**src/rtl/stream_raw_sequencer.sv**
```systemverilog
// Read-after-write sequencer: writes pass through a 1-entry slot and mark a
// per-address scoreboard; reads are released only for already-written addresses.
// Optional stall statistics counter enabled by defining RAW_SEQ_STATS_EN.
module stream_raw_sequencer #(
  parameter int AN = 8,
  parameter int DN = 8
) (
  input  logic          clk,
  input  logic          nrst,
  input  logic [AN-1:0] iWA,
  input  logic          iWA_valid,
  output logic          iWA_ready,
  input  logic [DN-1:0] iW,
  input  logic          iW_valid,
  output logic          iW_ready,
  input  logic [AN-1:0] iRA,
  input  logic          iRA_valid,
  output logic          iRA_ready,
  output logic [AN-1:0] sWA,
  output logic          sWA_valid,
  input  logic          sWA_ready,
  output logic [DN-1:0] sW,
  output logic          sW_valid,
  input  logic          sW_ready,
  output logic [AN-1:0] sRA,
  output logic          sRA_valid,
  input  logic          sRA_ready,
  input  logic          clear,
`ifdef RAW_SEQ_STATS_EN
  output logic [15:0]   stall_cnt,
`endif
  output logic          busy
);

  localparam int DEPTH = 1 << AN;

  typedef enum logic [1:0] {S_RUN, S_DRAIN, S_CLEAR} state_t;

  state_t            r_state, w_state_nxt;
  logic [DEPTH-1:0]  r_sb;
  logic [AN-1:0]     r_wa, r_ra;
  logic [DN-1:0]     r_w;
  logic              r_wvld, r_rvld;

  logic w_run, w_wr_hs, w_wr_acc, w_rd_hs, w_rd_slot, w_rd_acc;

  assign w_run     = (r_state == S_RUN);
  assign w_wr_hs   = r_wvld & sWA_ready & sW_ready;
  // Both input streams must be valid together, so ready includes the valids
  // to avoid handing off one half of a write.
  assign w_wr_acc  = w_run & iWA_valid & iW_valid & (~r_wvld | w_wr_hs);
  assign w_rd_hs   = r_rvld & sRA_ready;
  assign w_rd_slot = ~r_rvld | w_rd_hs;
  // Registered scoreboard only: a bit set on this edge is visible next cycle.
  assign w_rd_acc  = w_run & iRA_valid & r_sb[iRA] & w_rd_slot;

  assign iWA_ready = w_wr_acc;
  assign iW_ready  = w_wr_acc;
  assign iRA_ready = w_run & r_sb[iRA] & w_rd_slot;

  assign sWA       = r_wa;
  assign sW        = r_w;
  assign sWA_valid = r_wvld;
  assign sW_valid  = r_wvld;
  assign sRA       = r_ra;
  assign sRA_valid = r_rvld;
  assign busy      = ~w_run;

  always_comb begin
    w_state_nxt = r_state;
    case (r_state)
      S_RUN:   if (clear) w_state_nxt = S_DRAIN;
      S_DRAIN: if (!r_wvld && !r_rvld) w_state_nxt = S_CLEAR;
      S_CLEAR: w_state_nxt = S_RUN;
      default: w_state_nxt = S_RUN;
    endcase
  end

  always_ff @(posedge clk or negedge nrst) begin
    if (!nrst) r_state <= S_RUN;
    else       r_state <= w_state_nxt;
  end

  always_ff @(posedge clk or negedge nrst) begin
    if (!nrst)                  r_sb <= '0;
    else if (r_state == S_CLEAR) r_sb <= '0;
    else if (w_wr_hs)           r_sb[r_wa] <= 1'b1;
  end

  always_ff @(posedge clk or negedge nrst) begin
    if (!nrst) begin
      r_wa   <= '0;
      r_w    <= '0;
      r_wvld <= 1'b0;
    end else if (w_wr_acc) begin
      r_wa   <= iWA;
      r_w    <= iW;
      r_wvld <= 1'b1;
    end else if (w_wr_hs) begin
      r_wvld <= 1'b0;
    end
  end

  always_ff @(posedge clk or negedge nrst) begin
    if (!nrst) begin
      r_ra   <= '0;
      r_rvld <= 1'b0;
    end else if (w_rd_acc) begin
      r_ra   <= iRA;
      r_rvld <= 1'b1;
    end else if (w_rd_hs) begin
      r_rvld <= 1'b0;
    end
  end

`ifdef RAW_SEQ_STATS_EN
  logic [15:0] r_stall;

  always_ff @(posedge clk or negedge nrst) begin
    if (!nrst)                                  r_stall <= '0;
    else if (r_state == S_CLEAR)                r_stall <= '0;
    else if (iRA_valid && !iRA_ready && r_stall != 16'hFFFF) r_stall <= r_stall + 16'd1;
  end

  assign stall_cnt = r_stall;
`endif

endmodule

```
**config.mk**
```make
export PLATFORM = sky130hd
export DESIGN_NAME = stream_raw_sequencer
export DESIGN_NICKNAME = d
export VERILOG_FILES = /design/src/rtl/stream_raw_sequencer.sv
export SDC_FILE = /design/constraint.sdc
export NUM_CORES = 1
export LEC_CHECK = 0
export ABC_AREA = 1
export CAP_MARGIN = 15
export CORE_ASPECT_RATIO = 1.1
export CORE_MARGIN = 2
export CORE_UTILIZATION = 60
export DETAILED_ROUTE_END_ITERATION = 8
export PLACE_DENSITY_LB_ADDON = 0.15
export RECOVER_POWER = 100
export REMOVE_ABC_BUFFERS = 1
export SKIP_LAST_GASP = 1
export SLEW_MARGIN = 20
export SYNTH_ARGS = -nofsm -noshare
export SYNTH_HDL_FRONTEND = slang
export SYNTH_SLANG_ARGS = --single-unit
export TNS_END_PERCENT = 20
```
**constraint.sdc**
```tcl
create_clock -name clk -period 2.8 [get_ports clk]
set_input_delay 0.56 -clock clk [delete_from_list [all_inputs] [get_ports clk]]
set_output_delay 0.56 -clock clk [all_outputs]
set_load 0.02 [all_outputs]
```
==> impl_metrics.tcl, run 1 <==
set metrics [dict create \
    cts.htree.levels 1 \
    p_per_area_mw_per_mm2 882.3 \
    coreArea_mm2 0.02204 \
    synth.avg_cell_area_um2 7.776 \
    routabilityCongestion 0.9416 \
    vias 12730 \
    clockBufferDepth 3 \
    cts-root-buf "clkbuf_16" \
    path_max_fanout 9 \
    netlist_area_mm2 0.01341 \
    setup_violations 0 \
    place_hpwl_um 25210 \
    min_period_ns 2.759 \
    ys_seq_area_share_pct 53.01 \
    synth_commonest_cells "nand2_1, dfrtp_1, a21oi_1" \
    detail_route.wl_per_cell_um 19.87 \
    syn_to_final_growth_pct 20.67 \
    crit_top_cell "nand3_1" \
    worst_setup_path_start_kind "input port" \
    ys_warn_count 0 \
    cpMaxStageDelayCell "buf_4" \
    antennaDiodeCount 0 \
    synthTopCellsByArea "dfrtp_1, nand2_1, a21oi_1" \
    finClkSkew_ns 0.01178 \
    max_stage_delay_ns 0.15 \
    seqCellArea_mm2 0.007107 \
    fin_area_mm2 0.01618 \
    grt_overflow 0 \
    netlist_instances 1724 \
    antenna_found_initial 0 \
    first_iter_violations 2007 \
    drt_first_pass_iters 6 \
    numClockSinks 284 \
    drive_above_1_share_pct 9.529 \
    grt_usage_pct 35.00 \
    synth_edf_count 0 \
    layout.nets 1837 \
    worst_pin_slew_ns 1.531 \
    clk_pin_slew_ns 0.06 \
    failed_checks "capacitance limit, slew limit" \
    num-fill-cells 1675 \
    clk_latency_ns 0.56 \
    die_h_um 160.8 \
    final_hold_viol_count 0 \
    period_share_pct 98.55 \
    grt_max_degree 84 \
    start_util_pct 60.83 \
    end_kind "output pin" \
    cp_top_family "simple AND/OR/NAND/NOR gates" \
    placed_area_mm2 0.01482 \
    holdCritPathClass "flop to flop" \
    relSlewSlack_pct -2.045 \
    synth.most_common_cell "nand2_1" \
    max_clock_freq_ghz 0.3624 \
    synth_top_area_share_pct 53.01 \
    async_reset_ff_share_pct 100.0 \
    multi_input_area_mm2 0.005241 \
    wl_um 42150 \
    crit_arrival_ns 2.20 \
    io_pins 64 \
    die_area_mm2 0.02356 \
    crit_type "input port to output pin" \
    rsz0062_at_grt "yes" \
    io_buffers 63 \
    first_global_vias 12370 \
    yosys.area.top_type "dfrtp_1" \
    grt_pass1_wl_um 65410 \
    antenna_left 0 \
    placementRows 57 \
    cp_cell_sequence "buf_6 > inv_4 > buf_12 > buf_4 > nand3_1 > nand3_1 > nand3_1 > nand3_1 > nand2_1 > nand2_1 > nand3_2 > nand3_2 > nand2_4 > nand2_1 > nor2_1 > buf_4" \
    ys_ff_latch 284 \
    cp_num_buf_inv 5 \
    yosysUniqueCellTypes 21 \
    status "finished, violations left" \
    drc 0 \
    cap_violations 1 \
    tritoncts "done" \
    cts-buffers-inserted 30 \
    required_ns 2.24 \
    p_leak_nw 7.536 \
    synth-main-ff-cell "dfrtp_1" \
    tns_ns 0 \
    ir_drop_uv 808.1 \
    die_w_um 146.5 \
    slew_viol_final 54 \
    vias_per_cell 6.003 \
]
layout make-up:
class                      count  share of cell area (%)
tap                          295                   2.282
clock buffer                  39                   5.290
sequential                   284                   43.93
clock inverter                15                   1.516
timing repair buffer         166                   10.87
inverter                     152                   3.705
multi-input combinational   1170                   32.40
per-stage QoR:
step / power, mW / hold slack (ns) / utilization (%) / setup WS, ns / cells
2_1_floorplan: 6.317 / 0.2644 / - / -5.932 / 1606
3_3_place_gp: 9.662 / 0.4546 / 67.26 / -0.6546 / 2057
3_5_place_dp: 9.772 / 0.4636 / 67.26 / -0.6800 / 2057
4_1_cts: 14.21 / 0.4784 / 72.57 / 0.008979 / 2114
5_1_grt: 14.92 / 0.5108 / 73.41 / -0.03801 / 2121
6_report: 14.27 / 0.4755 / 73.41 / 0.04063 / 2121
layout by cell type (no fill, tap or decap), types with 3 or more instances in the layout:
cell,Yosys,layout
a21oi_1,260,259
buf_12,0,15
buf_16,0,5
buf_4,8,45
buf_6,10,7
buf_8,0,4
bufinv_16,0,6
clkbuf_1,61,21
clkbuf_16,0,37
clkbuf_2,0,7
clkbuf_8,0,5
clkdlybuf4s50_1,0,56
clkinv_2,0,3
dfrtp_1,284,284
inv_1,150,149
nand2_1,456,455
nand3_1,241,221
nand3_2,3,24
nand4_1,10,10
nor2_1,168,167
nor3_1,17,17
o21ai_0,10,8
report_power, final:
group          internal, mW  switching (mW)
Sequential             5.11           0.639
Clock                  2.71            1.71
Combinational          1.42            2.68
repair_timing:
| item | in CTS | in global routing |
|---|---|---|
| hold buffers | 1 | 0 |
| buffers inserted | 1 | 1 |
| setup endpoints to repair | 1 | 1 |
| endpoints found under the hold margin | 50 | 0 |
| pin swaps | 0 | 11 |
| resized for setup | 15 | 57 |
| cloned | 1 | 6 |
cells by family (layout without fill, tap and decap cells):
logic type	Yosys count	count (layout)	synth area share, %
AOI/OAI and AO/OA	271	271	10.12
buffers and inverters	270	372	8.708
and+or+nand+nor	899	899	28.16
DFF	284	284	53.01
metal layers:
layer / wire (um) / global-route usage [%] / vias to the layer above
met1: 16260 / 46.67 / 6095
met4: 1834 / 14.74 / 0
met3: 4126 / 5.994 / 156
li1: - / - / 5687
met2: 19930 / 57.33 / 794
met5: 0 / 0 / -
state kept, by name, indices dropped and copies added, names as in the netlist:
signal	flops
r_sb	256
r_state	2
sW	8
sWA_valid	1
sRA	8
sWA	8
sRA_valid	1
tightest hold or removal path, cell delays in order, from the launching register on:
cell	delay (ns)
dfrtp_1	0.35
nand2_1	0.05
nand2_1	0.05
path summary, 6_finish.rpt:
kind                           start        end  slack [ns]  depth (start not counted)
min in group asynchronous       nrst   r_sb[58]        0.91                          2
setup reg to reg           sWA_valid   r_sb[98]        0.19                          6
hold reg to reg               sRA[7]     sRA[7]        0.48                          2
hold / removal                sRA[7]     sRA[7]        0.48                          2
setup / recovery              iRA[1]  iRA_ready        0.04                         16
max in group asynchronous       nrst  r_sb[115]        0.37                          3
Power figures use the tool's default switching activity.
==> inputs of run 2 (changes only) <==
- CORE_UTILIZATION: 60 -> 31
- REMOVE_ABC_BUFFERS: 1 -> default
==> run 2 against run 1 <==
Compared with the run above:
- routed wire length is 12% higher
- count of clock-buffer cells in the layout is 8 higher
- fmax is 2.0% lower
- the run ends with capacitance limit, slew limit, setup timing left
- die area is 91% higher
- critical endpoint unchanged
- largest power group unchanged
- critical path type unchanged
==> impl_metrics.tcl, run 2 (synthesis results as in run 1) <==
set metrics [dict create \
    crit_arrival_ns 2.26 \
    antenna_found_initial 0 \
    required_ns 2.24 \
    cpMaxStageDelayCell "buf_4" \
    placed_area_mm2 0.01528 \
    final_common_cell "nand2_1" \
    holdCritPathClass "flop to flop" \
    ir_drop_uv 657.6 \
    cap_violations 1 \
    worst_slack_ns -0.01631 \
    placementRows 79 \
    place_hpwl_um 27890 \
    period_share_pct 100.6 \
    clk_latency_ns 0.54 \
    wl_um 47410 \
    drc 0 \
    vias_per_cell 5.004 \
    first_iter_violations 928 \
    tritoncts "done" \
    rsz0062_at_grt "yes" \
    worst_pin_slew_ns 1.732 \
    grtUsageMet1_pct 27.35 \
    cts-root-buf "clkbuf_16" \
    top_register "r_sb" \
    grt_overflow 0 \
    drt_first_pass_iters 5 \
    drive_above_1_share_pct 14.89 \
    cp_cell_sequence "buf_16 > clkinv_16 > buf_12 > buf_12 > nand2_1 > nand3_2 > nand3_2 > nand3_2 > nand3_2 > nand2_4 > nand2_2 > nand3_2 > nand3_2 > nand2_4 > nand2_2 > nor2_1 > buf_4" \
    relSlewSlack_pct -15.48 \
    pre_cts_ws_ns -0.7612 \
    antennaDiodeCount 0 \
    grt_usage_pct 20.78 \
    largest_register_ffs 256 \
    syn_nets 1757 \
    cts-buffers-inserted 34 \
    finClkSkew_ns 0.03226 \
    fin_area_mm2 0.01719 \
    crit_top_cell "nand3_2" \
    grt_pass1_wl_um 72240 \
    final_hold_viol_count 0 \
    grt_max_degree 67 \
    p_per_area_mw_per_mm2 831.0 \
    syn_to_final_growth_pct 28.25 \
    numClockSinks 284 \
    met2_usage_pct 34.68 \
    setup_violations 1 \
    antenna_left 0 \
    grt_use_met3_pct 3.013 \
    status "finished, violations left" \
    max_stage_delay_ns 0.15 \
    grt.busiest_layer "met2" \
    max_clock_freq_ghz 0.3551 \
    layout.nets 1864 \
    io_pins 64 \
    detail_route.wl_per_cell_um 19.58 \
    clk_pin_slew_ns 0.05 \
    cts.htree.levels 2 \
    layout_common_cells "nand2_1, dfrtp_1, a21oi_1" \
    end_kind "output pin" \
    p_leak_nw 7.858 \
    failed_checks "capacitance limit, slew limit, setup timing" \
    coreArea_mm2 0.04250 \
    tns_ns -0.01631 \
    slew_viol_final 64 \
    die_area_mm2 0.04492 \
    die_w_um 202.3 \
    path_max_fanout 8 \
    crit_type "input port to output pin" \
    start_util_pct 31.54 \
    vias 12120 \
    worst_setup_path_start_kind "input port" \
    routabilityCongestion 0.8111 \
    min_period_ns 2.816 \
    first_global_vias 11960 \
    die_h_um 222.1 \
    clockBufferDepth 3 \
    io_buffers 63 \
]
[run 2: repair_timing]
action,CTS,global route
setup endpoints to repair,1,1
resized for setup,85,58
endpoints found under the hold margin,4,0
hold buffers,1,0
cloned,6,5
buffers inserted,14,1
pin swaps,23,32
[run 2: final timing paths]
check | from | end | slack, ns | cells after the start
max | iRA[0] | iRA_ready | -0.02 | 17
min | sRA[3] | sRA[3] | 0.48 | 2
max reg2reg | sWA_valid | r_sb[180] | 0.29 | 6
min reg2reg | sRA[3] | sRA[3] | 0.48 | 2
max in group asynchronous | nrst | r_sb[251] | 0.44 | 3
min in group asynchronous | nrst | r_sb[216] | 1.02 | 2
[run 2: worst max-delay path, delay by kind of cell]
| kind | cells | cell delay (ns) |
|---|---|---|
| buffers and inverters | 5 | 0.63 |
| AND/OR/NAND/NOR | 12 | 1.03 |
[run 2: layout make-up]
type,instances,area (um^2)
clock buffer,47,929.6
clock inverter,12,128.9
fill,4454,25310
inverter,152,603.1
multi-input combinational,1170,5589
sequential,284,7107
tap,567,709.4
timing repair buffer,189,2126
[run 2: layer usage]
metal | part of all wire, % | vias up
met5 | 0 | -
met3 | 4.5 | 91
met2 | 48 | 335
li1 | - | 5739
met1 | 44 | 5950
met4 | 3.6 | 0
[run 2: metrics by stage]
step                      instances  hold slack, ns  util, %  power [mW]
after CTS                      2415          0.4791    40.01       14.45
after global placement         2336          0.4560    35.96       9.903
after floorplan                1724          0.2644        -       8.128
final                          2421          0.4789    40.45       14.29
after detailed placement       2336          0.4649    35.96       9.931
after global routing           2421          0.4974    40.45       15.14
[run 2: power breakdown]
group	internal (mW)	switching [mW]	leakage, nW
Clock	2.52	1.79	0.524
Combinational	1.48	2.76	3.45
Sequential	5.12	0.629	3.88
